File: src/rtl/rom_dumper_pkg.sv
// rom_dumper_pkg: shared definitions for the ROM dumper.
//   - geometry constants (region count, SDRAM address width)
//   - dump_region_t and the DUMP_REGIONS table (base/bram_cs match the
//     loader's region table; bram_cs != 0 marks a BRAM-resident region)
//   - stream-format constants
//   - FSM state encodings for the top FSM and the byte-fetch path
package rom_dumper_pkg;

    localparam int unsigned NUM_REGIONS = 16;
    localparam int unsigned REGION_W    = 4;
    localparam int unsigned ADDR_W      = 25;

    // Stream format: header is index byte + 3-byte big-endian size.
    localparam int unsigned HDR_SIZE_BYTES = 3;
    // Reserved as the loader's end marker; the dumper never emits it.
    localparam logic [7:0]  END_MARK       = 8'hff;

    typedef struct packed {
        logic [24:0] base_addr;
        logic [23:0] size;
        logic [5:0]  bram_cs;
    } dump_region_t;

    localparam dump_region_t DUMP_REGIONS [NUM_REGIONS] = '{
        '{base_addr: 25'h0000000, size: 24'h000010, bram_cs: 6'h00},
        '{base_addr: 25'h0080000, size: 24'h000800, bram_cs: 6'h01},
        '{base_addr: 25'h0100000, size: 24'h000004, bram_cs: 6'h00},
        '{base_addr: 25'h0180000, size: 24'h000000, bram_cs: 6'h00},
        '{base_addr: 25'h1fffffe, size: 24'h000003, bram_cs: 6'h00},
        '{base_addr: 25'h0200000, size: 24'h010000, bram_cs: 6'h00},
        '{base_addr: 25'h0400000, size: 24'h040000, bram_cs: 6'h00},
        '{base_addr: 25'h0800000, size: 24'h100000, bram_cs: 6'h00},
        '{base_addr: 25'h0c00000, size: 24'h020000, bram_cs: 6'h00},
        '{base_addr: 25'h0000000, size: 24'h000400, bram_cs: 6'h02},
        '{base_addr: 25'h0000000, size: 24'h000400, bram_cs: 6'h04},
        '{base_addr: 25'h0000000, size: 24'h000000, bram_cs: 6'h3f},
        '{base_addr: 25'h0000000, size: 24'h000000, bram_cs: 6'h3f},
        '{base_addr: 25'h0000000, size: 24'h000000, bram_cs: 6'h3f},
        '{base_addr: 25'h0000000, size: 24'h000000, bram_cs: 6'h3f},
        '{base_addr: 25'h0000000, size: 24'h000000, bram_cs: 6'h3f}
    };

    // Top FSM states
    localparam logic [3:0] ST_IDLE  = 4'd0;
    localparam logic [3:0] ST_CFG   = 4'd1;
    localparam logic [3:0] ST_NEXT  = 4'd2;
    localparam logic [3:0] ST_IDX   = 4'd3;
    localparam logic [3:0] ST_SZ0   = 4'd4;
    localparam logic [3:0] ST_SZ1   = 4'd5;
    localparam logic [3:0] ST_SZ2   = 4'd6;
    localparam logic [3:0] ST_FETCH = 4'd7;
    localparam logic [3:0] ST_DATA  = 4'd8;
    localparam logic [3:0] ST_FIN   = 4'd9;

    // Byte-fetch path phases
    localparam logic [1:0] PH_IDLE  = 2'd0;
    localparam logic [1:0] PH_FETCH = 2'd1;
    localparam logic [1:0] PH_DATA  = 2'd2;

    function automatic logic [7:0] idx_byte(input logic [REGION_W-1:0] r);
        return {4'h0, r};
    endfunction

endpackage

File: src/rtl/rom_dumper_if.sv
// rom_dumper_if: byte-stream output and SDRAM read request port of the
// ROM dumper.
//   out_data/out_valid/out_ready : byte stream, valid/ready handshake
//   sdr_addr/sdr_req             : read request (level, held until sdr_rdy)
//   sdr_rdy/sdr_q                : read completion pulse and data word
// master = dumper side, slave = sink/SDRAM side.
interface rom_dumper_if;
    import rom_dumper_pkg::*;

    logic [7:0]        out_data;
    logic              out_valid;
    logic              out_ready;
    logic [ADDR_W-1:0] sdr_addr;
    logic              sdr_req;
    logic              sdr_rdy;
    logic [15:0]       sdr_q;

    modport master (
        output out_data, out_valid, sdr_addr, sdr_req,
        input  out_ready, sdr_rdy, sdr_q
    );

    modport slave (
        input  out_data, out_valid, sdr_addr, sdr_req,
        output out_ready, sdr_rdy, sdr_q
    );

endinterface

File: src/rtl/rom_dump_byte_fetch.sv
// rom_dump_byte_fetch: turns a region offset into one data byte.
//   clk_i/rst_ni      : clock, async active-low reset
//   inv_i             : invalidate the word cache (region start)
//   base_i            : region base byte address
//   off_valid_i/off_i/off_ready_o : offset request (accepted when idle)
//   byte_valid_o/byte_o/byte_ready_i : byte result handshake
//   sdr_addr_o/sdr_req_o/sdr_rdy_i/sdr_q_i : SDRAM read port
// An SDRAM word is fetched for offset 0, for even addresses, or when the
// cache is invalid; odd addresses reuse the cached word's high byte.
module rom_dump_byte_fetch
    import rom_dumper_pkg::*;
(
    input  logic              clk_i,
    input  logic              rst_ni,
    input  logic              inv_i,
    input  logic [ADDR_W-1:0] base_i,
    input  logic              off_valid_i,
    input  logic [23:0]       off_i,
    output logic              off_ready_o,
    output logic              byte_valid_o,
    output logic [7:0]        byte_o,
    input  logic              byte_ready_i,
    output logic [ADDR_W-1:0] sdr_addr_o,
    output logic              sdr_req_o,
    input  logic              sdr_rdy_i,
    input  logic [15:0]       sdr_q_i
);

    logic [1:0]        phase_q, phase_d;
    logic [ADDR_W-1:0] addr_q, addr_d;
    logic [15:0]       cache_q, cache_d;
    logic              cvld_q, cvld_d;

    logic [ADDR_W-1:0] addr_next;
    logic              need_fetch;

    // Address wraps modulo 2^ADDR_W by truncation.
    assign addr_next  = base_i + ADDR_W'(off_i);
    assign need_fetch = (off_i == '0) || !addr_next[0] || !cvld_q;

    always_comb begin
        phase_d = phase_q;
        addr_d  = addr_q;
        cache_d = cache_q;
        cvld_d  = cvld_q;
        if (inv_i) begin
            cvld_d = 1'b0;
        end
        case (phase_q)
            PH_IDLE: begin
                if (off_valid_i) begin
                    addr_d  = addr_next;
                    phase_d = need_fetch ? PH_FETCH : PH_DATA;
                end
            end
            PH_FETCH: begin
                if (sdr_rdy_i) begin
                    cache_d = sdr_q_i;
                    cvld_d  = 1'b1;
                    phase_d = PH_DATA;
                end
            end
            PH_DATA: begin
                if (byte_ready_i) begin
                    phase_d = PH_IDLE;
                end
            end
            default: phase_d = PH_IDLE;
        endcase
    end

    always_ff @(posedge clk_i or negedge rst_ni) begin
        if (!rst_ni) begin
            phase_q <= PH_IDLE;
            addr_q  <= '0;
            cache_q <= '0;
            cvld_q  <= 1'b0;
        end else begin
            phase_q <= phase_d;
            addr_q  <= addr_d;
            cache_q <= cache_d;
            cvld_q  <= cvld_d;
        end
    end

    assign off_ready_o  = (phase_q == PH_IDLE);
    assign byte_valid_o = (phase_q == PH_DATA);
    assign byte_o       = addr_q[0] ? cache_q[15:8] : cache_q[7:0];
    assign sdr_addr_o   = addr_q;
    assign sdr_req_o    = (phase_q == PH_FETCH);

endmodule

File: src/rtl/rom_dumper.sv
// rom_dumper: walks the DUMP_REGIONS table and re-emits selected
// SDRAM-resident regions in the ROM loader's input format:
//   board_cfg, then per region: index, size[23:16], size[15:8], size[7:0], data.
//   sys_clk/reset_n : clock, async active-low reset
//   start           : dump request pulse (ignored while busy)
//   region_mask     : bit i selects region i (sampled on accepted start)
//   board_cfg       : first stream byte (sampled on accepted start)
//   busy/done       : dump in progress / one-cycle completion pulse
//   bus             : byte stream + SDRAM read port (rom_dumper_if.master)
// The FSM here emits headers; data bytes come from rom_dump_byte_fetch.
module rom_dumper
    import rom_dumper_pkg::*;
(
    input  logic                   sys_clk,
    input  logic                   reset_n,
    input  logic                   start,
    input  logic [NUM_REGIONS-1:0] region_mask,
    input  logic [7:0]             board_cfg,
    output logic                   busy,
    output logic                   done,
    rom_dumper_if.master           bus
);

    logic [3:0]             state_q, state_d;
    logic [REGION_W-1:0]    region_q, region_d;
    logic [NUM_REGIONS-1:0] mask_q, mask_d;
    logic [7:0]             cfg_q, cfg_d;
    logic [23:0]            off_q, off_d;

    dump_region_t cur;
    logic         last_region;

    logic       out_valid, inv, off_valid, off_ready;
    logic       byte_valid, byte_ready;
    logic [7:0] out_data, byte_data;

    assign cur         = DUMP_REGIONS[region_q];
    assign last_region = (region_q == REGION_W'(NUM_REGIONS - 1));

    always_comb begin
        state_d    = state_q;
        region_d   = region_q;
        mask_d     = mask_q;
        cfg_d      = cfg_q;
        off_d      = off_q;
        out_valid  = 1'b0;
        out_data   = '0;
        inv        = 1'b0;
        off_valid  = 1'b0;
        byte_ready = 1'b0;
        case (state_q)
            ST_IDLE: begin
                if (start) begin
                    mask_d   = region_mask;
                    cfg_d    = board_cfg;
                    region_d = '0;
                    state_d  = ST_CFG;
                end
            end
            ST_CFG: begin
                out_valid = 1'b1;
                out_data  = cfg_q;
                if (bus.out_ready) state_d = ST_NEXT;
            end
            ST_NEXT: begin
                if (mask_q[region_q] && (cur.bram_cs == '0)) begin
                    state_d = ST_IDX;
                end else if (last_region) begin
                    state_d = ST_FIN;
                end else begin
                    region_d = region_q + 4'd1;
                end
            end
            ST_IDX: begin
                out_valid = 1'b1;
                out_data  = idx_byte(region_q);
                if (bus.out_ready) state_d = ST_SZ0;
            end
            ST_SZ0: begin
                out_valid = 1'b1;
                out_data  = cur.size[23:16];
                if (bus.out_ready) state_d = ST_SZ1;
            end
            ST_SZ1: begin
                out_valid = 1'b1;
                out_data  = cur.size[15:8];
                if (bus.out_ready) state_d = ST_SZ2;
            end
            ST_SZ2: begin
                out_valid = 1'b1;
                out_data  = cur.size[7:0];
                if (bus.out_ready) begin
                    if (cur.size == '0) begin
                        if (last_region) state_d = ST_FIN;
                        else begin
                            region_d = region_q + 4'd1;
                            state_d  = ST_NEXT;
                        end
                    end else begin
                        off_d   = '0;
                        inv     = 1'b1;
                        state_d = ST_FETCH;
                    end
                end
            end
            // Hands the current offset to the fetch path; that path decides
            // whether an SDRAM read is actually needed.
            ST_FETCH: begin
                off_valid = 1'b1;
                if (off_ready) state_d = ST_DATA;
            end
            ST_DATA: begin
                out_valid  = byte_valid;
                out_data   = byte_data;
                byte_ready = bus.out_ready;
                if (byte_valid && bus.out_ready) begin
                    if (off_q == cur.size - 24'd1) begin
                        if (last_region) state_d = ST_FIN;
                        else begin
                            region_d = region_q + 4'd1;
                            state_d  = ST_NEXT;
                        end
                    end else begin
                        off_d   = off_q + 24'd1;
                        state_d = ST_FETCH;
                    end
                end
            end
            ST_FIN: state_d = ST_IDLE;
            default: state_d = ST_IDLE;
        endcase
    end

    always_ff @(posedge sys_clk or negedge reset_n) begin
        if (!reset_n) begin
            state_q  <= ST_IDLE;
            region_q <= '0;
            mask_q   <= '0;
            cfg_q    <= '0;
            off_q    <= '0;
        end else begin
            state_q  <= state_d;
            region_q <= region_d;
            mask_q   <= mask_d;
            cfg_q    <= cfg_d;
            off_q    <= off_d;
        end
    end

    rom_dump_byte_fetch u_fetch (
        .clk_i        (sys_clk),
        .rst_ni       (reset_n),
        .inv_i        (inv),
        .base_i       (cur.base_addr),
        .off_valid_i  (off_valid),
        .off_i        (off_q),
        .off_ready_o  (off_ready),
        .byte_valid_o (byte_valid),
        .byte_o       (byte_data),
        .byte_ready_i (byte_ready),
        .sdr_addr_o   (bus.sdr_addr),
        .sdr_req_o    (bus.sdr_req),
        .sdr_rdy_i    (bus.sdr_rdy),
        .sdr_q_i      (bus.sdr_q)
    );

    assign bus.out_valid = out_valid;
    assign bus.out_data  = out_data;
    assign busy          = (state_q != ST_IDLE) && (state_q != ST_FIN);
    assign done          = (state_q == ST_FIN);

endmodule

File: src/flat_wrapper.sv
// flat-port wrapper written by rule: the top's interface ports become plain ports
module rom_dumper_flat import rom_dumper_pkg::*;
  (sys_clk, reset_n, start, region_mask, board_cfg, busy, done, bus_out_data, bus_out_valid, bus_sdr_addr, bus_sdr_req, bus_out_ready, bus_sdr_rdy, bus_sdr_q);
  rom_dumper_if bus_i ();
  input  logic sys_clk;
  input  logic reset_n;
  input  logic start;
  input  logic [NUM_REGIONS-1:0] region_mask;
  input  logic [7:0] board_cfg;
  output logic busy;
  output logic done;
  output wire logic [$bits(bus_i.out_data)-1:0] bus_out_data;
  output wire logic [$bits(bus_i.out_valid)-1:0] bus_out_valid;
  output wire logic [$bits(bus_i.sdr_addr)-1:0] bus_sdr_addr;
  output wire logic [$bits(bus_i.sdr_req)-1:0] bus_sdr_req;
  input wire logic [$bits(bus_i.out_ready)-1:0] bus_out_ready;
  input wire logic [$bits(bus_i.sdr_rdy)-1:0] bus_sdr_rdy;
  input wire logic [$bits(bus_i.sdr_q)-1:0] bus_sdr_q;
  assign bus_out_data = bus_i.out_data;
  assign bus_out_valid = bus_i.out_valid;
  assign bus_sdr_addr = bus_i.sdr_addr;
  assign bus_sdr_req = bus_i.sdr_req;
  assign bus_i.out_ready = bus_out_ready;
  assign bus_i.sdr_rdy = bus_sdr_rdy;
  assign bus_i.sdr_q = bus_sdr_q;
  rom_dumper u_core (.sys_clk(sys_clk), .reset_n(reset_n), .start(start), .region_mask(region_mask), .board_cfg(board_cfg), .busy(busy), .done(done), .bus(bus_i));
endmodule
File: config.mk
export PLATFORM = sky130hd
export DESIGN_NAME = rom_dumper_flat
export DESIGN_NICKNAME = d
export VERILOG_FILES = /design/src/rtl/rom_dumper_pkg.sv /design/src/rtl/rom_dumper_if.sv /design/src/rtl/rom_dump_byte_fetch.sv /design/src/rtl/rom_dumper.sv /design/src/flat_wrapper.sv
export SDC_FILE = /design/constraint.sdc
export NUM_CORES = 1
export LEC_CHECK = 0
export BUFFER_PORTS_ARGS = -buffer_cell sky130_fd_sc_hd__buf_2
export CELL_PAD_IN_SITES_DETAIL_PLACEMENT = 0
export CELL_PAD_IN_SITES_GLOBAL_PLACEMENT = 1
export CORE_MARGIN = 10
export CORE_UTILIZATION = 35
export CTS_BUF_LIST = sky130_fd_sc_hd__clkbuf_4 sky130_fd_sc_hd__clkbuf_8
export CTS_CLUSTER_SIZE = 16
export DETAILED_ROUTE_END_ITERATION = 12
export GPL_TIMING_DRIVEN = 1
export HOLD_SLACK_MARGIN = 0.1
export PLACE_DENSITY = 0.64
export SYNTH_ARGS = -nofsm -noshare
export SYNTH_HDL_FRONTEND = slang
export SYNTH_HIERARCHICAL = 1
export SYNTH_SLANG_ARGS = --single-unit
File: constraint.sdc
create_clock -name sys_clk -period 12.1 [get_ports sys_clk]
set_clock_uncertainty 0.15 [all_clocks]
set_input_delay 1.815 -clock sys_clk [delete_from_list [all_inputs] [get_ports sys_clk]]
set_output_delay 1.815 -clock sys_clk [all_outputs]
set_load 0.02 [all_outputs]
# Word level (Yosys, flattened, before mapping)
# Memory sizes are Yosys's and may differ from the RTL's.
# Cells that the tools add are included.
# totals
word_cells	118
romBits	880
output_inout_bits	37
register_bits	100
n_memories	1
# classes
eq_ne	31
n_bitwise	1
muxes	47
n_lt_le_gt_ge	2
addsub	4
reduce_logical	23
# mem_list
memory	words	word_bits	read_ports	rd_ports_with_merged_regs	wr	line	source
(name not given)	16	55	1	0	0	rom_dumper.sv:37	assign cur = DUMP_REGIONS[region_q];
# ops
cell	count
2-to-1 mux 55 bit	2
2-to-1 mux 24 bit	4
2-to-1 mux 4 bit	20
logical NOT 24 bit	2
one-hot mux 24 bit (2 select lines)	1
one-hot mux 8 bit (6 select lines)	1
one-hot mux 4 bit (9 select lines)	1
adder 25 x 24 -> 25 bit	1
adder 24 x 1 -> 24 bit, second input constant	1
equality test 24 bit	1
subtractor 24 x 1 -> 24 bit, second input constant	1
!= test 2 bit, second input constant	10
equality test 4 x 3 -> 1 bit, second input constant	4
one-hot mux 4 bit (4 select lines)	1
equality test 4 bit, second input constant	3
!= test 2 x 1 -> 1 bit, second input constant	6
2-to-1 mux 1 bit	9
AND reduction 9 bit	1
equality test 4 x 2 -> 1 bit, second input constant	2
2-to-1 mux 2 bit	4
2-to-1 mux 8 bit	1
nonzero test 4 bit	2
AND reduction 7 bit	1
logical NOT 6 bit	1
22 further kinds	28

# Longest topological paths before layout
# Gate-level depths: netlist of run 1.
# depth
depth_word	11
depth_mapped	17
depth_no_buf	13

# Cells and area by module
# The synthesis of run 1 kept the hierarchy.
# by_module_without_submodules
mod	cells_each	area_per_inst_um2	seq_area_each_um2	n_inst
rom_dumper	490	4155.2	1226.2	1
rom_dump_byte_fetch	319	3041.7	1101.1	1

# Worst setup path after synthesis of run 1
# OpenSTA, ideal clock, no wires.
# synth_timing
path_kind	flip-flop to output port
start	register u_core.region_q[0]
end	output bus_out_data[1]
setup_slack_ps	8042
path_stages_with_launch	9
arrival_ps	2093
cell_sequence	dfrtp_1 clkbuf_1 inv_1 ha_1 buf_2 nand3b_2 inv_1 nand2_1 o211ai_1
# synth_via
elab_chain_len	5
# synth_rtl
item	line	source
from (decl)	rom_dumper.sv:25	logic [REGION_W-1:0] region_q, region_d;
from (signal assigned)	rom_dumper.sv:143	region_q <= region_d;
NOT 4 -> 5 bit (implied by the code)	rom_dumper.sv:37	
memory read (16 x 55 bit)	--	
2-to-1 mux 55 bit (implied by the code) (2 in series)	rom_dumper.sv:37	
one-hot mux 8 bit (6 select lines)	rom_dumper.sv:51	case (state_q)
to (decl)	flat_wrapper.sv:12	output wire logic [$bits(bus_i.out_data)-1:0] bus_out_data;
# No other way between the ends. The select of a mux whose other input is x is not followed.

# Final worst setup path of run 1
# Same ends and word-level chain as after synthesis.

==> impl_results.md, run 1 <==
* Drt via density at around 5.4
* CTS tree: done
* Synth warn at 6
* Clk slew on worst S/H paths at 0.10 ns
* Die area at 26,700 µm²
* # H-tree levels at 3
* Mean area per synthesized cell at a little under 9 µm²
* First-pass GRT wire length at 33.0 mm
* Max-Slew Margin vs Limit at 0.388
* Num CTS Buffers at 9
* Hpwl dp at 15.0 mm
* Sw frac at 0.465
* Sequential area share after synthesis at 0.323
* Logic pwr share at 0.534
* Overall Power at around 1.7 mW
* Worst skew pair latency at roughly 0.38 ns
* Sw Pwr at 769 µW
* Fin crit share at 0.408
* Max_cap viols at 0
* Post_cts resized at 0
* RSZ-0062 raised after global routing: no
* Static Leak at ~3.5 nW
* Post-synth top area share at 0.323
* Die H at 163 µm
* Crit path kind: register to output port
* Startpoint types: register
* GR Overflow Total at 0
* Power density over the cells at roughly 210 nW/µm²
* Measured slew at the worst slew-check pin at about 0.92 ns
* Seq pwr share at 0.341
* Most common flop cell mapped by yosys: dfrtp_1
* Worst ir drop on vdd at approximately 0.0001 V
* Outcome: finished clean
* Worst EP required at 10.14 ns
* Cell variety after synth at between 90 and 100
* Total Wirelength at 20.0 mm
* Final Cell Area at approximately 8000 µm²
* Post-route DRC at 0
* Port Buffers at 74
* I/O pin count at 82
* Share of cells above drive strength 1 at 0.196
* Commonest non-fill, non-tap cells in the layout: nand2_1 (98), dfrtp_1 (93), buf_2 (73)
* FP Rows at 52
* Synth top area cells: dfrtp_1 (32%), mux2_2 (6.6%), ha_1 (5.9%)
* Setup Viol. Count Final at 0
* Antenna Violating Nets Remaining at 0
* Largest net degree at the start of global routing at ~70
* CTS Sinks at just over 90
* 1st-pass router iterations at 5
* Wire length per cell at roughly 18 µm
* Vias in the first global route at between 6,000 and 7,000
* Core area at just over 20,000 µm²
* Clock buffer depth at 2
* Synth-to-Final Area Change at 9.79%
* Setup TNS Final at 0 ns
* Routability cong. at roughly 0.84
* Post-CTS setup buffers at 0
* CP arrival at about 3.0 ns
* Clk root buf: clkbuf_8
* Area post-placement at around 7700 µm²
* Fin. Hold Viols at 0
* Final Max Tran Viols at 0
* Via count at around 6,000
* Final Critical Period at between 4 and 5 ns
* Syn nets at 889
* # hold bufs at CTS at 0
* Yosys top cell by area: dfrtp_1
* Asr flop ratio synth at 1.00
* #FFs+latches synth at 93
* Fmax at just over 0.2 GHz
* Commonest non-fill, non-tap cell in the layout: nand2_1
* Post-synthesis cell area at 7200 µm²
* Syn Inst Count at 809
* Crit Path Max Fanout at 21
* Internal power at between 800 and 900 µW
* DR iter-0 viols at just over 500
* Total Routing Usage GR at 0.151
* Initial antenna violation count at 0
* Fin nets at approximately 940
* N_diodes at 0
* Clock share of power at 0.125
* Post-synth EDFFs at 0
* Critical Path Sink Type: output port
* Die W at about 160 µm
* HP Class: register to register
* Initial Util at 0.356
[path summary, 6_finish.rpt]
kind | from | depth (start not counted) | end | slack [ns]
max in group asynchronous | reset_n | 2 | u_core/region_q[3]$_DFFE_PN0P_ | 9.40
max reg2reg | u_core/region_q[0]$_DFFE_PN0P_ | 13 | u_core/off_q[5]$_DFFE_PN0P_ | 7.29
max | u_core/region_q[0]$_DFFE_PN0P_ | 8 | bus_out_data[1] | 7.16
min in group asynchronous | reset_n | 1 | u_core/u_fetch/sdr_addr_o[22]$_DFFE_PN0P_ | 1.17
min | u_core/u_fetch/sdr_addr_o[8]$_DFFE_PN0P_ | 2 | u_core/u_fetch/sdr_addr_o[8]$_DFFE_PN0P_ | 0.33
min reg2reg | u_core/u_fetch/sdr_addr_o[8]$_DFFE_PN0P_ | 2 | u_core/u_fetch/sdr_addr_o[8]$_DFFE_PN0P_ | 0.33
[stage by stage]
step            util  cells  hold slack, ns  setup WS, ns
5_1_grt        0.390   1132           0.366          6.85
2_1_floorplan      -    809           0.322          8.04
3_3_place_gp   0.381   1116           0.310          7.25
4_1_cts        0.390   1132           0.341          7.10
3_5_place_dp   0.381   1116           0.316          7.22
6_report       0.390   1132           0.331          7.16
[synth_stat cells (all sizes together), types with 3 or more instances]
cell type / instances
dfrtp: 93
nor2: 45
nand2b: 15
o22ai: 6
a211oi: 5
nor3b: 5
nand3: 29
nand3b: 5
nand2: 99
a31oi: 10
xor2: 13
inv: 25
mux2i: 14
o21a: 3
a22o: 5
mux2: 43
a21o: 18
nor2b: 10
nor3: 21
ha: 34
a211o: 3
o21ai: 52
nor4: 15
nand4: 12
o211ai: 5
and4: 3
a21oi: 54
clkbuf: 23
a2111oi: 3
and3: 17
buf: 19
a31o: 3
a32o: 3
o41ai: 3
o21bai: 3
o2bb2ai: 3
o311ai: 4
and2: 10
a221o: 5
xnor2: 23
a22oi: 3
[logic make-up (layout without fill, tap and decap cells)]
kind of cell,after synthesis,in the layout,share of synthesized area
AOI/OAI and AO/OA,220,220,0.217
and+or+nand+nor,296,296,0.215
adders and majority gates,35,35,0.0619
muxes,59,59,0.0930
DFF,93,93,0.323
other,1,1,0.000521
xor gates and xnor gates,36,36,0.0438
buffers and inverters,69,122,0.0461
[registers in the layout (all words and copies together) (netlist names)]
name / count
u_core/u_fetch/cache_q: 16
u_core/cfg_q: 8
u_core/u_fetch/sdr_addr_o: 25
u_core/mask_q: 9
u_core/state_q: 4
u_core/u_fetch/cvld_q: 1
u_core/off_q: 24
u_core/region_q: 4
u_core/u_fetch/phase_q: 2
[power groups by stage]
stage | clock, mW | combinational [mW] | sequential, mW
2_1_floorplan | 0 | 0.653 | 0.559
3_3_place_gp | 0 | 0.885 | 0.568
3_5_place_dp | 0 | 0.888 | 0.572
4_1_cts | 0.219 | 0.890 | 0.565
5_1_grt | 0.231 | 0.984 | 0.587
6_report | 0.206 | 0.883 | 0.564
[critical path, stage by stage (launching register included)]
cell and delay, ns:
dfrtp_1 0.56, inv_1 0.19, ha_1 0.16, buf_4 0.19, nand3b_2 0.22, inv_1 0.73
nand2_1 0.17, o211ai_1 0.15, buf_2 0.20
[per-layer routing]
metal / up-vias / part of all wire / global-route usage
li1: 3084 / - / -
met1: 2923 / 0.48 / 0.206
met2: 142 / 0.46 / 0.244
met3: 11 / 0.048 / 0.0310
met4: 0 / 0.0079 / 0.0270
met5: - / 0 / 0
[layout make-up]
class | count | area, µm²
Clock buffer | 9 | 124
Clock inverter | 7 | 62.6
Multi-Input combinational cell | 647 | 4540
Sequential cell | 93 | 2330
Inverter | 27 | 101
Fill cell | 2093 | 12300
Tap cell | 270 | 338
Timing Repair Buffer | 79 | 410
Power figures use the tool's default switching activity.
==> inputs of run 2 (changes only) <==
--- a/config.mk
+++ b/config.mk
@@ -5,6 +5,7 @@
 export SDC_FILE = /design/constraint.sdc
 export NUM_CORES = 1
 export LEC_CHECK = 0
+export ABC_AREA = 1
 export BUFFER_PORTS_ARGS = -buffer_cell sky130_fd_sc_hd__buf_2
 export CELL_PAD_IN_SITES_DETAIL_PLACEMENT = 0
 export CELL_PAD_IN_SITES_GLOBAL_PLACEMENT = 1
@@ -15,7 +16,7 @@
 export DETAILED_ROUTE_END_ITERATION = 12
 export GPL_TIMING_DRIVEN = 1
 export HOLD_SLACK_MARGIN = 0.1
-export PLACE_DENSITY = 0.64
+export PLACE_DENSITY = 0.68
 export SYNTH_ARGS = -nofsm -noshare
 export SYNTH_HDL_FRONTEND = slang
 export SYNTH_HIERARCHICAL = 1
==> constraint.sdc (replaced) <==
create_clock -name sys_clk -period 5.1 [get_ports sys_clk]
set_clock_uncertainty 0.15 [all_clocks]
set_input_delay 0.765 -clock sys_clk [delete_from_list [all_inputs] [get_ports sys_clk]]
set_output_delay 0.765 -clock sys_clk [all_outputs]
set_load 0.02 [all_outputs]
==> impl_results.md, run 2 <==
* CP arrival at 4.13 ns (+1.16 ns)
* Sw Pwr at 1.75 mW (+130%)
* Mean area per synthesized cell at 6.52 µm² (-27%)
* Post-synth top area share at 0.294 (-0.0294)
* Worst R2R Start: u_core/region_q[1]$_DFFE_PN0P_
* Post-synth EDFFs at 0 (unchanged)
* CTS Sinks at 93 (unchanged)
* Setup ws final at 1.13 ns (-6.03 ns)
* Fmax at 0.252 GHz
* Largest net degree at the start of global routing at 51 (-26%)
* Crit path kind: register to register
* GR Overflow Total at 0 (unchanged)
* Seq pwr share at 0.322 (-0.019)
* CTS tree: done
* Final Non-Filler Cells at 1,563 (+38%)
* Final Max Tran Viols at 0 (unchanged)
* Commonest non-fill, non-tap cell in the layout: nand2_1
* Power density over the cells at 409 nW/µm² (+96%)
* Die W at 170 µm (+4.3%)
* Max reg flops at 25 (unchanged)
* I/O pin count at 82 (unchanged)
* Routability cong. at 0.915 (+9.3%)
* Hpwl dp at 19.4 mm (+29%)
* # hold bufs at CTS at 0 (unchanged)
* Port Buffers at 74 (unchanged)
* Initial antenna violation count at 0 (unchanged)
* Syn Inst Count at 1,215 (+50%)
* Die area at 29,000 µm² (+8.8%)
* Synth warn at 6 (unchanged)
* Crit Path Max Fanout at 23 (+9.5%)
* Register Area at 2330 µm² (unchanged)
* Initial Util at 0.359 (+0.00379)
* Outcome: finished clean
* Num CTS Buffers at 9 (unchanged)
* Fin crit share at 0.779
* Worst ir drop on vdd at 0.000293 V (+190%)
* Max_cap viols at 0 (unchanged)
* Logic pwr share at 0.525 (-0.009)
* DP Worst Slack at 1.20 ns (-6.03 ns)
* Clock buffer depth at 2 (unchanged)
* RSZ-0062 raised after global routing: no
* #FFs+latches synth at 93 (unchanged)
* Die H at 170 µm (+4.3%)
* Area of the multi-input gates at 4830 µm² (+6.5%)
* Antenna Violating Nets Remaining at 0 (unchanged)
* Critical path origin: u_core/region_q[1]$_DFFE_PN0P_
* Hold Slack at 0.243 ns (-0.0883 ns)
* # H-tree levels at 3 (unchanged)
* Sequential area share after synthesis at 0.294 (-0.0294)
* First-pass GRT wire length at 40.7 mm (+23%)
* Cell variety after synth at 50 (-49%)
* Share of cells above drive strength 1 at 0.133 (-0.0636)
* Worst skew pair latency at 0.40 ns (+0.02 ns)
* Setup Viol. Count Final at 0 (unchanged)
* Internal power at 1.82 mW (+110%)
* Fin nets at 1,358 (+45%)
* Overall Power at 3.57 mW (+120%)
* Critical Path Sink Type: register
* Post-CTS setup buffers at 0 (unchanged)
* Static Leak at 4.60 nW (+32%)
* Drt via density at 4.91 (-9.7%)
* FP Rows at 54 (+3.8%)
* Setup TNS Final at 0 ns (unchanged)
* Sw frac at 0.489 (+0.0241)
* Syn nets at 1,295 (+46%)
* Measured slew at the worst slew-check pin at 1.04 ns (+0.117 ns)
* DR iter-0 viols at 418 (-18%)
* Most common flop cell mapped by yosys: dfrtp_1
* Commonest cells in the synthesized netlist: nand2_1 (434), inv_1 (150), nor2_1 (134)
* Wire length per cell at 15.7 µm (-11%)
* Most frequent cell after synthesis: nand2_1
* N_diodes at 0 (unchanged)
* Vias in the first global route at 7,630 (+24%)
* 1st-pass router iterations at 5 (unchanged)
* Via count at 7,681 (+25%)
* Max-Slew Margin vs Limit at 0.308 (-0.0797)
* Startpoint types: register
* FILL cells at 2,438 (+16%)
* Total Wirelength at 24.6 mm (+23%)
* DP Cell Count at 1,547 (+39%)
* Clock share of power at 0.153 (+0.028)
* HP Class: input pin to async pin
* Commonest non-fill, non-tap cells in the layout: nand2_1 (434), inv_1 (150), nor2_1 (134)
* Clk root buf: clkbuf_8
* Post-synthesis cell area at 7920 µm² (+10%)
* Synth top area cells: dfrtp_1 (29%), nand2_1 (21%), inv_1 (7.1%)
* Core area at 22,000 µm² (+8.9%)
* Post-route DRC at 0 (unchanged)
* Yosys top cell by area: dfrtp_1
* Worst EP required at 5.26 ns (-4.88 ns)
* Synth-to-Final Area Change at 10.2%
* Post_cts resized at 0 (unchanged)
* Fin. Hold Viols at 0 (unchanged)
* Clk slew on worst S/H paths at 0.12 ns (+0.02 ns)
* Total Routing Usage GR at 0.175 (+0.0233)
* Final Critical Period at 3.97 ns
* Asr flop ratio synth at 1.00 (unchanged)
-- run 2: cell types whose count changed in the layout (fill, tap and decap cells not counted), sizes merged, moves of 15 or more --
cell    change
and3       -17
nand3      +64
a21oi      -36
inv       +131
nand4      +15
a21o       -18
nor2      +106
nand2b     -15
mux2       -26
nand2     +358
-- run 2: final timing paths --
kind / endpoint / slack (ns) / depth (start not counted)
setup / recovery: u_core/off_q[15]$_DFFE_PN0P_ / 1.13 / 17
hold / removal: u_core/u_fetch/sdr_addr_o[4]$_DFFE_PN0P_ / 0.24 / 1
setup reg to reg: u_core/off_q[15]$_DFFE_PN0P_ / 1.13 / 17
hold reg to reg: u_core/u_fetch/sdr_addr_o[20]$_DFFE_PN0P_ / 0.33 / 2
max in group asynchronous: u_core/region_q[0]$_DFFE_PN0P_ / 3.54 / 2
min in group sys_clk: u_core/u_fetch/sdr_addr_o[20]$_DFFE_PN0P_ / 0.33 / 2
-- run 2: through the flow --
stage | utilization | area (µm²)
after floorplan | - | 7920
after global placement | 0.387 | 8510
after detailed placement | 0.387 | 8510
after CTS | 0.396 | 8720
after global routing | 0.396 | 8720
final | 0.396 | 8720
-- run 2: power by group through the flow --
stage / Clock, mW / Sequential [mW] / Combinational, mW
floorplan: 0 / 1.25 / 1.27
global placement: 0 / 1.16 / 1.88
detailed placement: 0 / 1.17 / 1.88
CTS: 0.575 / 1.15 / 1.89
global route: 0.596 / 1.19 / 2.11
finish: 0.544 / 1.15 / 1.87
-- run 2: cells by family (layout without fill, tap and decap cells) --
group / after synthesis / count (layout) / share of synthesized area
simple gates: 771 / 771 / 0.433
xor+xnor: 32 / 32 / 0.0354
buf+inv: 183 / 251 / 0.0956
flops: 93 / 93 / 0.294
fa+ha+maj: 35 / 35 / 0.0563
compound gates: 83 / 83 / 0.0610
mux: 17 / 17 / 0.0242
other cells: 1 / 1 / 0.000474
-- run 2: layout make-up --
class,instances,area share
clock inverters,7,0.00961
inverters,156,0.0680
flip-flops and latches,93,0.267
clock buffers,9,0.0142
repair buffers,79,0.0471
multi-input cells,939,0.554
well taps,280,0.0402
-- run 2: worst max-delay path, stage by stage, from the launching register on --
cell and delay [ns]:
dfrtp_1 0.54, inv_1 0.21, ha_1 0.42, nand3_2 0.21
ha_1 0.28, ha_1 0.32, nand2_1 0.09, nor3b_1 0.21
nand3b_1 0.14, nor2_1 0.10, nand3_1 0.07, nor2_1 0.10
nand2_1 0.07, nor2_2 0.09, nand2_2 0.12, nand2_4 0.26
nand2_4 0.24, o21ai_0 0.24
-- run 2: routing by layer --
metal / up-vias / GRT usage / share of wire
li1: 3990 / - / -
met2: 180 / 0.293 / 0.46
met3: 26 / 0.0301 / 0.048
met4: 0 / 0.0381 / 0.013
met5: - / 0 / 0
met1: 3485 / 0.230 / 0.48
==> inputs of run 3 (changes only) <==
==> constraint.sdc (replaced) <==
create_clock -name sys_clk -period 4 [get_ports sys_clk]
set_clock_uncertainty 0.15 [all_clocks]
set_input_delay 0.6 -clock sys_clk [delete_from_list [all_inputs] [get_ports sys_clk]]
set_output_delay 0.6 -clock sys_clk [all_outputs]
set_load 0.02 [all_outputs]
==> impl_results.md, run 3 (same netlist as run 2, synthesis figures left out) <==
* R2R cell count at 18 (+1)
* Setup ws final at 0.536 ns (-0.593 ns)
* GR Overflow Total at 0 (unchanged)
* Max_cap viols at 0 (unchanged)
* Crit path cell chain: inv_1 -> ha_1 -> nand3_2 -> ha_1 -> ha_1 -> nand2_1 -> nor3b_1 -> nand3b_1 -> nor2_1 -> nand3_1 -> nor2_1 -> nand2_1 -> nor2_2 -> nand2_2 -> nand2_4 -> buf_4 -> nand3_1 -> nand2_1
* Final Util at 0.398 (+0.00170)
* FP Rows at 54 (unchanged)
* Port Buffers at 74 (unchanged)
* Commonest non-fill, non-tap cells in the layout: nand2_1 (434), inv_1 (150), nor2_1 (134)
* Fin. Hold Viols at 0 (unchanged)
* Post-route DRC at 0 (unchanged)
* Hpwl dp at 19.5 mm (+0.65%)
* Post-CTS setup buffers at 0 (unchanged)
* Max-Slew Margin vs Limit at 0.453 (+0.145)
* Power density over the cells at 520 nW/µm² (+27%)
* Setup Viol. Count Final at 0 (unchanged)
* Wire length per cell at 15.8 µm (+0.49%)
* Setup TNS Final at 0 ns (unchanged)
* Fmax at 0.289 GHz (+15%)
* Total Routing Usage GR at 0.176 (+0.00141)
* First-pass GRT wire length at 41.2 mm (+1.2%)
* Static Leak at 4.63 nW (+0.49%)
* Area post-placement at 8550 µm² (+0.44%)
* Drt via density at 4.92 (about the same)
* Die W at 170 µm (unchanged)
* Fin crit share at 0.866 (+0.0875)
* Num CTS Buffers at 9 (unchanged)
* Startpoint types: register
* Worst skew pair latency at 0.39 ns (about the same)
* Crit-path max cell delay at 0.40 ns (-0.14 ns)
* Clk root buf: clkbuf_8
* Register Area at 2330 µm² (unchanged)
* Max reg flops at 25 (unchanged)
* Die area at 29,000 µm² (unchanged)
* Slowest stage cell, crit path: dfrtp_1
* Vias in the first global route at 7,747 (+1.5%)
* Final Max Tran Viols at 0 (unchanged)
* HP Class: input pin to async pin
* Fin nets at 1,363 (+0.37%)
* Crit Path Max Fanout at 21 (-8.7%)
* Worst ir drop on vdd at 0.000385 V (+31%)
* Die H at 170 µm (unchanged)
* Core area at 22,000 µm² (unchanged)
* FILL cells at 2,463 (+1.0%)
* Share of cells above drive strength 1 at 0.136 (+0.00337)
* N_diodes at 0 (unchanged)
* CP arrival at 3.63 ns (-0.50 ns)
* Crit path kind: register to register
* # hold bufs at CTS at 0 (unchanged)
* Measured slew at the worst slew-check pin at 0.821 ns (-0.215 ns)
* Routability cong. at 0.945 (+3.3%)
* Total Wirelength at 24.8 mm (+0.81%)
* I/O pin count at 82 (unchanged)
* DR iter-0 viols at 433 (+3.6%)
* Area of the multi-input gates at 4830 µm² (unchanged)
* Final Cell Area at 8760 µm² (+0.43%)
* CTS tree: done
* Synth-to-Final Area Change at 10.6%
* Clk slew on worst S/H paths at 0.12 ns (about the same)
* 1st-pass router iterations at 5 (unchanged)
* Largest net degree at the start of global routing at 61 (+20%)
* # H-tree levels at 3 (unchanged)
* Outcome: finished clean
* Commonest non-fill, non-tap cell in the layout: nand2_1
* CTS Sinks at 93 (unchanged)
* Hold Slack at 0.127 ns (-0.116 ns)
* Initial antenna violation count at 1 (+1)
* Antenna Violating Nets Remaining at 0 (unchanged)
* RSZ-0062 raised after global routing: no
* Final Critical Period at 3.46 ns (-0.507 ns)
* Via count at 7,709 (+0.36%)
* Initial Util at 0.359 (unchanged)
* Post_cts resized at 0 (unchanged)
* Worst EP required at 4.17 ns (-1.09 ns)
* Clock buffer depth at 2 (unchanged)
* Critical Path Sink Type: register
* DP Worst Slack at 0.602 ns (-0.594 ns)
==> run 3: changes by cell type in the layout (fill, tap and decap cells not counted) <==
cell | before | now
buf_4 | 6 | 11
clkinv_4 | 0 | 1
inv_6 | 2 | 1
==> run 3: per-layer routing <==
metal / GRT usage / up-vias / share of wire
li1: - / 3984 / -
met1: 0.230 / 3547 / 0.48
met2: 0.292 / 147 / 0.46
met3: 0.0356 / 29 / 0.049
met4: 0.0404 / 2 / 0.017
met5: 0 / - / 0.00032
==> run 3: worst paths after layout <==
check / startpoint / endpoint / slack, ns
worst max-delay path: u_core/region_q[0]$_DFFE_PN0P_ / u_core/off_q[12]$_DFFE_PN0P_ / 0.54
worst min-delay path: reset_n / u_core/u_fetch/sdr_addr_o[12]$_DFFE_PN0P_ / 0.13
worst max register to register: u_core/region_q[0]$_DFFE_PN0P_ / u_core/off_q[12]$_DFFE_PN0P_ / 0.54
worst min register to register: u_core/u_fetch/sdr_addr_o[23]$_DFFE_PN0P_ / u_core/u_fetch/sdr_addr_o[23]$_DFFE_PN0P_ / 0.33
max in group asynchronous: reset_n / u_core/state_q[1]$_DFFE_PN0P_ / 2.75
min in group sys_clk: bus_sdr_q[13] / u_core/u_fetch/cache_q[13]$_DFFE_PN0P_ / 0.24
==> run 3: layout make-up <==
class                   count  area share
multi-input cells         939       0.552
flip-flops and latches     93       0.266
inverters                 156      0.0677
repair buffers             84      0.0511
well taps                 280      0.0400
clock buffers               9      0.0141
clock inverters             7     0.00957
==> run 3: power breakdown <==
part	switching (mW)	total, mW	internal [mW]
Combinational	1.59	2.42	0.825
Sequential	0.199	1.46	1.26
Clock	0.424	0.678	0.253
==> run 3: metrics by stage <==
step | instances | power [mW]
floorplan | 1215 | 3.22
global placement | 1552 | 3.90
detailed placement | 1552 | 3.92
CTS | 1568 | 4.62
global route | 1568 | 5.00
finish | 1568 | 4.56
==> run 3: worst max-delay path, delay by kind of cell, from the launching register on <==
family | cells | cell delay [ns]
and+or+nand+nor | 13 | 1.52
adders and majority gates | 3 | 0.85
buffers and inverters | 2 | 0.47
DFF | 1 | 0.40
